File: src/rtl/mem_access_unit.sv
// MEM-stage load/store unit: byte/half/word requests onto a word-wide RAM with
// read-modify-write for sub-word stores. Optional MEM_ACCESS_ADDR_CHECK_EN rejects out-of-range addresses.
module mem_access_unit #(
  parameter int ADDR_W = 8,
  parameter int DATA_W = 32
) (
  input  logic              clk,
  input  logic              rst_n,
  input  logic              req_valid,
  output logic              req_ready,
  input  logic              req_we,
  input  logic [1:0]        req_size,
  input  logic              req_unsigned,
  input  logic [31:0]       req_addr,
  input  logic [DATA_W-1:0] req_wdata,
  output logic              rsp_valid,
  output logic [DATA_W-1:0] rsp_rdata,
  output logic              rsp_err,
  output logic [ADDR_W-1:0] mem_addr,
  output logic [DATA_W-1:0] mem_wdata,
  output logic              mem_wr,
  output logic              mem_rd,
  input  logic [DATA_W-1:0] mem_rdata
);

  localparam logic [1:0] IDLE = 2'd0;
  localparam logic [1:0] RD   = 2'd1;
  localparam logic [1:0] WR   = 2'd2;

  logic [1:0]        state;
  logic              r_we;
  logic [1:0]        r_size;
  logic              r_unsigned;
  logic [1:0]        r_lane;
  logic [ADDR_W-1:0] r_addr;
  logic [DATA_W-1:0] r_wdata;
  logic [DATA_W-1:0] r_wword;

  logic              accept;
  logic              misaligned;
  logic              addr_err;
  logic              reject;
  logic [DATA_W-1:0] load_ext;
  logic [DATA_W-1:0] merged;
  logic [7:0]        byte_v;
  logic [15:0]       half_v;

  assign req_ready = (state == IDLE);
  assign accept    = req_valid && req_ready;

  assign misaligned = ((req_size == 2'b01) && req_addr[0]) ||
                      (req_size[1] && (req_addr[1:0] != 2'b00));

`ifdef MEM_ACCESS_ADDR_CHECK_EN
  assign addr_err = |req_addr[31:ADDR_W+2];
`else
  logic unused_addr_hi;
  assign unused_addr_hi = ^req_addr[31:ADDR_W+2];
  assign addr_err       = 1'b0;
`endif

  assign reject = misaligned || addr_err;

  // RAM-side strobes depend only on state and the captured request.
  assign mem_rd    = (state == RD);
  assign mem_wr    = (state == WR);
  assign mem_addr  = r_addr;
  assign mem_wdata = r_wword;

  always_comb begin
    byte_v   = mem_rdata[{r_lane, 3'b000} +: 8];
    half_v   = mem_rdata[{r_lane[1], 4'b0000} +: 16];
    load_ext = mem_rdata;
    case (r_size)
      2'b00:   load_ext = {{(DATA_W-8){~r_unsigned & byte_v[7]}}, byte_v};
      2'b01:   load_ext = {{(DATA_W-16){~r_unsigned & half_v[15]}}, half_v};
      default: load_ext = mem_rdata;
    endcase
  end

  always_comb begin
    merged = mem_rdata;
    case (r_size)
      2'b00:   merged[{r_lane, 3'b000} +: 8]     = r_wdata[7:0];
      2'b01:   merged[{r_lane[1], 4'b0000} +: 16] = r_wdata[15:0];
      default: merged = r_wdata;
    endcase
  end

  always_ff @(posedge clk or negedge rst_n) begin
    if (!rst_n) begin
      state      <= IDLE;
      r_we       <= 1'b0;
      r_size     <= 2'b00;
      r_unsigned <= 1'b0;
      r_lane     <= 2'b00;
      r_addr     <= '0;
      r_wdata    <= '0;
      r_wword    <= '0;
      rsp_valid  <= 1'b0;
      rsp_err    <= 1'b0;
      rsp_rdata  <= '0;
    end else begin
      rsp_valid <= 1'b0;
      rsp_err   <= 1'b0;
      case (state)
        IDLE: begin
          if (accept) begin
            if (reject) begin
              rsp_valid <= 1'b1;
              rsp_err   <= 1'b1;
              rsp_rdata <= '0;
            end else begin
              r_we       <= req_we;
              r_size     <= req_size;
              r_unsigned <= req_unsigned;
              r_lane     <= req_addr[1:0];
              r_addr     <= req_addr[ADDR_W+1:2];
              r_wdata    <= req_wdata;
              if (req_we && req_size[1]) begin
                r_wword <= req_wdata;
                state   <= WR;
              end else begin
                state <= RD;
              end
            end
          end
        end
        RD: begin
          if (r_we) begin
            r_wword <= merged;
            state   <= WR;
          end else begin
            rsp_valid <= 1'b1;
            rsp_rdata <= load_ext;
            state     <= IDLE;
          end
        end
        WR: begin
          rsp_valid <= 1'b1;
          rsp_rdata <= '0;
          state     <= IDLE;
        end
        default: state <= IDLE;
      endcase
    end
  end

endmodule
File: config.mk
export PLATFORM = sky130hd
export DESIGN_NAME = mem_access_unit
export DESIGN_NICKNAME = d
export VERILOG_FILES = /design/src/rtl/mem_access_unit.sv
export SDC_FILE = /design/constraint.sdc
export NUM_CORES = 1
export LEC_CHECK = 0
export BUFFER_PORTS_ARGS = -buffer_cell sky130_fd_sc_hd__buf_2
export CORE_MARGIN = 2
export CORE_UTILIZATION = 40
export CTS_BUF_LIST = sky130_fd_sc_hd__clkbuf_16
export DETAILED_ROUTE_END_ITERATION = 8
export PLACE_DENSITY = 0.71
export SYNTH_ARGS = -nofsm -noshare
export SYNTH_HDL_FRONTEND = slang
export SYNTH_SLANG_ARGS = --single-unit
File: constraint.sdc
create_clock -name clk -period 2.14 [get_ports clk]
set_input_delay 0.428 -clock clk [delete_from_list [all_inputs] [get_ports clk]]
set_output_delay 0.428 -clock clk [all_outputs]
set_load 0.03 [all_outputs]
* After elaboration in Yosys (flattened, before gate mapping)
Cells that the tools add are included.
Storage, ports and cells: flip-flop bits (word level) 114, output and inout bits 77, logic and storage cells 70, bits of input ports 103
Cells by class: bitwise gates (word level) 4, shift-type cells 6, eq/ne operators 10, add/subtract/negate cells 2, multiplexer cells 23, reductions and logical operators 14
Operator list (count):
- two-way mux 32 bit | 7
- case mux 32 bit (2 select lines) | 3
- case mux 32 bit (3 select lines) | 1
- bitwise mux 32 bit | 2
- variable shift 16 x 7 -> 32 bit, first input constant | 1
- variable shift 8 x 7 -> 32 bit, first input constant | 1
- variable part select 16 x 7 -> 32 bit | 1
- variable part select 32 x 6 -> 16 bit | 1
- variable part select 32 x 6 -> 8 bit | 1
- variable part select 8 x 7 -> 32 bit | 1
- negation 5 -> 7 bit | 2
- two-way mux 2 bit | 4
- != test 2 x 1 -> 1 bit, second input constant | 4
- == test 2 x 1 -> 1 bit, second input constant | 3
- AND reduction 5 bit | 1
- logical AND 1 bit | 4
- zero test 2 bit | 2
- two-way mux 1 bit | 4
- != test 2 bit, second input constant | 2
- case mux 2 bit (2 select lines) | 1
- AND reduction 4 bit | 1
- nonzero test 2 bit | 2
- case mux 1 bit (3 select lines) | 1
- AND reduction 3 bit | 1
- 6 further kinds | 8

* Longest topological paths before layout
depth in word-level cells 6, gate-level depth with buffers 9, gate-level depth less buffers 6

* Worst setup path after synthesis
Ideal clock, no wire load.
path kind register to register, start register r_lane[0], end register r_wword[30] (netlist: mem_wdata[30]), library setup time 0.065 ns, cell stages (with the launch flop) 9, setup slack -0.055 ns, data required time 2.075 ns, period minus slack after synthesis 2.195 ns, arrival 2.129 ns, buffers on the path 2, path through dfrtp_1 -> buf_4 -> buf_2 -> inv_1 -> ha_1 -> nor4bb_1 -> a221oi_1 -> a2111oi_0 -> o22a_1
Between the ends: word-level cells in the longest chain between the ends 6, elaborated cells between the ends (all ways) 7, classes of those cells add/sub (1); shift (2); mux (4)
Ends and longest elaborated chain:
- start, declared | line 34 | logic [1:0] r_lane;
- start signal, assigned | line 117 | r_lane <= req_addr[1:0];
- negation 5 -> 7 bit * | line 84 | 2'b00: merged[{r_lane, 3'b000} +: 8] = r_wdata[7:0];
- variable part select 8 x 7 -> 32 bit or variable shift 8 x 7 -> 32 bit (tied branches) | line 84
- bitwise mux 32 bit * | line 84
- case mux 32 bit (2 select lines) * | line 83 | case (r_size)
- two-way mux 32 bit * | line 130 | if (r_we) begin
- case mux 32 bit (2 select lines) * | line 106 | case (state)
- end signal, assigned | line 121 | r_wword <= req_wdata;
- end signal, assigned | line 131 | r_wword <= merged;
- end, declared | line 37 | logic [DATA_W-1:0] r_wword;
Mark *: on every way between the ends. The rest lies on a longest branch, timed or not. The select of a mux whose other input is x is not followed. A chain may end at the register's enable or synchronous reset.

* Worst setup path in the final report
start register r_lane[1], end register r_wword[30] (netlist: mem_wdata[30])
Between the ends: word-level cells in the longest chain between the ends 6, elaborated cells between the ends (all ways) 11, classes of those cells add/sub (2); shift (4); mux (5)
Ends and longest elaborated chain:
- negation 5 -> 7 bit (on tied branches) | line 85, 84
- variable part select 16 x 7 -> 32 bit, or another cell as far along | line 85 | 2'b01: merged[{r_lane[1], 4'b0000} +: 16] = r_wdata[15:0];
- bitwise mux 32 bit (on tied branches) | line 85, 84
- case mux 32 bit (2 select lines) * | line 83
- two-way mux 32 bit * | line 130
- case mux 32 bit (2 select lines) * | line 106
Marks and branches as above.

==> flow_metrics.tcl <==
set metrics [dict create \
    outcome "complete, no violations" \
    vias 5628 \
    timing_worst_slew_pin_value_ps 579 \
    routabilityCongestion 0.914 \
    grt_usage_pct 24.9 \
    wl_per_cell_um 22.0 \
    vdd_drop_max_uv 687 \
    yosysTopAreaCellShare_pct 45.7 \
    seqPwrFrac_pct 32.1 \
    port-buffer-count 157 \
    antenna_found_initial 0 \
    rows 45 \
    die-area_sq_um 16600 \
    synth_cell_types 49 \
    yosys.area.top_type "dfrtp_1" \
    die_w_um 129 \
    maxSlewViolCount 0 \
    crit_path_max_incr_delay_ps 470 \
    synthCells 563 \
    switchingPower_w 0.00389 \
    p_comb_share_pct 36.5 \
    arrival_ps 2400 \
    timing_worst_setup_path_type "flop to flop" \
    wirelength_mm 20.3 \
    drcViolationCount 0 \
    utilization_pct 52.7 \
    nNetsFinal 830 \
    dr.pass1.iters 5 \
    path_clk_slew_ps 50 \
    cts_buffers 17 \
    final.setup_skew_ps 8.18 \
    synth_seq_cells 114 \
    fmax_mhz 490 \
    ant_nets 0 \
    cp-end-kind "flop" \
    maxSlewHeadroom_pct 61.4 \
    insertion_delay_ps 420 \
    syn_to_final_growth_pct 28.6 \
    maxCapViolations 0 \
    pre_cts_slack_ps 0.632 \
    power_density_nw_per_um2 1290 \
    critPathRequiredTime_ps 2500 \
    vias_per_cell 6.10 \
    rrSetupSlack_ps 100 \
    cp_cell_sequence "inv_1 -> ha_1 -> nor4bb_1 -> a221oi_1 -> a2111oi_1 -> buf_4 -> o22a_1" \
    startpoint_type "flop" \
    clockBufferDepth 2 \
    final_common_cell "buf_2" \
    fin_area_sq_um 8020 \
    crit_slowest_cell "a2111oi_1" \
    overflow 0 \
    hold_path.class "input port to flop" \
    initial_core_util_pct 41.0 \
    design.portCount 180 \
    syn_area_sq_um 6240 \
    crit_fanout 3 \
    setup_viol 0 \
    setup_tns_ps 0 \
    finalCriticalPeriod_ps 2040 \
    synth_edf_count 0 \
    clock-root-buffer "clkbuf_16" \
    drive_above_1_share_pct 41.8 \
    htreeDepth 4 \
    rsz0062_at_grt "false" \
    cts.sinks 114 \
    grt_max_degree 63 \
    clkPwrFrac_pct 31.4 \
    async_flop_share_pct 100 \
    drtIter0Drc 570 \
    fin_crit_sh_pct 95.5 \
    first_global_vias 5482 \
    finalHoldViolCount 0 \
    cts_tree "done" \
    synth_nets 671 \
    holdWs_ps 214 \
    postSynthAreaPerCell_sq_um 11.1 \
    swShare_pct 37.4 \
    dpl.hpwl_mm 14.6 \
    ys_top_cells_by_area "dfrtp_1 46%, mux2_2 13%, a221o_1 7.5%" \
    core_sq_um 15200 \
    synth_ff_type "dfrtp_1" \
    cellLeakagePower_nw 3.71 \
    dpl_cell_area_sq_um 7310 \
    p_int_w 0.00650 \
    synth_seq_area_share_pct 45.7 \
    die_h_um 129 \
    n_antenna_cell 0 \
    ys_warn_count 0 \
    layout_common_cells "156 x buf_2, 111 x dfrtp_1, 70 x mux2_2" \
    grt_pass1_wl_mm 30.9 \
    worst_slack_ps 97.1 \
]
-- registers in the layout, summed over array words and instances, names as in the netlist --
signal and count:
state 2, mem_wdata 32, r_we 1, rsp_valid 1, r_wdata 32, mem_addr 8, r_size 2, rsp_err 1
r_unsigned 1, r_lane 2, rsp_rdata 32
-- layout make-up --
class	count	area (sq um)
Clock buffer	17	425
Clock inverter	15	245
Fill cell	1358	7180
Inverter	17	66.3
Multi-Input combinational cell	380	3070
Sequential cell	114	2860
Tap cell	188	235
Timing Repair Buffer	192	1120
-- metrics by stage --
| stage | power (W) | std cells |
|---|---|---|
| after floorplan | 0.00581 | 563 |
| after global placement | 0.00699 | 889 |
| after detailed placement | 0.00710 | 889 |
| after CTS | 0.0104 | 922 |
| after global routing | 0.0109 | 923 |
| final | 0.0104 | 923 |
-- logic make-up after synthesis --
kind of cell	synth area share (%)
DFF	45.7
adders and majority gates	1.00
and+or+nand+nor	7.60
AOI/OAI and AO/OA	24.8
muxes	15.6
buffers and inverters	5.34
-- per-layer routing --
layer	vias up	GRT usage (%)	share of wire (%)
met5	-	0	0
met4	0	10.4	2.5
met3	42	5.61	7.0
met2	263	38.7	47
met1	2829	33.8	44
li1	2494	-	-
-- synthesized netlist by cell type, drive strengths merged (2+ instances only) --
cell       n
dfrtp    114
o21ai     72
mux2      71
a221o     47
nand2     34
buf       28
a221oi    26
clkbuf    24
nand2b    16
nor2      16
inv       15
a21oi     12
o2bb2ai   10
a211oi     7
mux4       7
nand3b     7
o22ai      7
a21boi     6
a32o       6
nor2b      6
ha         5
nor3       4
a2111oi    2
a22o       2
a22oi      2
and2       2
and3       2
clkinv     2
-- path summary, 6_finish.rpt --
check | start | endpoint | cells past startpoint
setup / recovery | r_lane[1] | mem_wdata[30] | 7
hold / removal | req_we | state[0] | 2
setup reg to reg | r_lane[1] | mem_wdata[30] | 7
hold reg to reg | mem_wdata[2] | mem_wdata[2] | 2
max in group asynchronous | rst_n | mem_wdata[16] | 3
min in group asynchronous | rst_n | rsp_rdata[4] | 2
-- power groups by stage --
stage,clock network (W),registers [W],logic (W)
floorplan,0,0.00414,0.00167
global placement,0,0.00332,0.00367
detailed placement,0,0.00335,0.00375
CTS,0.00331,0.00332,0.00377
global route,0.00343,0.00341,0.00405
finish,0.00326,0.00333,0.00378
-- what timing repair did --
item                                    in CTS  in global routing
hold endpoints to repair                     8                  0
hold buffers                                 1                  0
pin swaps                                    1                  1
endpoints found under the setup margin      16                 34
gates resized for setup                      0                  4
buffers inserted                             0                  1
-- worst max-delay path: cells and delay by family (launching register included) --
family	cells	cell delay, ps
compound gates	3	740
fa+ha+maj	1	250
buf+inv	2	290
flops	1	390
simple gates	1	340
No activity file was read; power rests on OpenSTA's default activity.
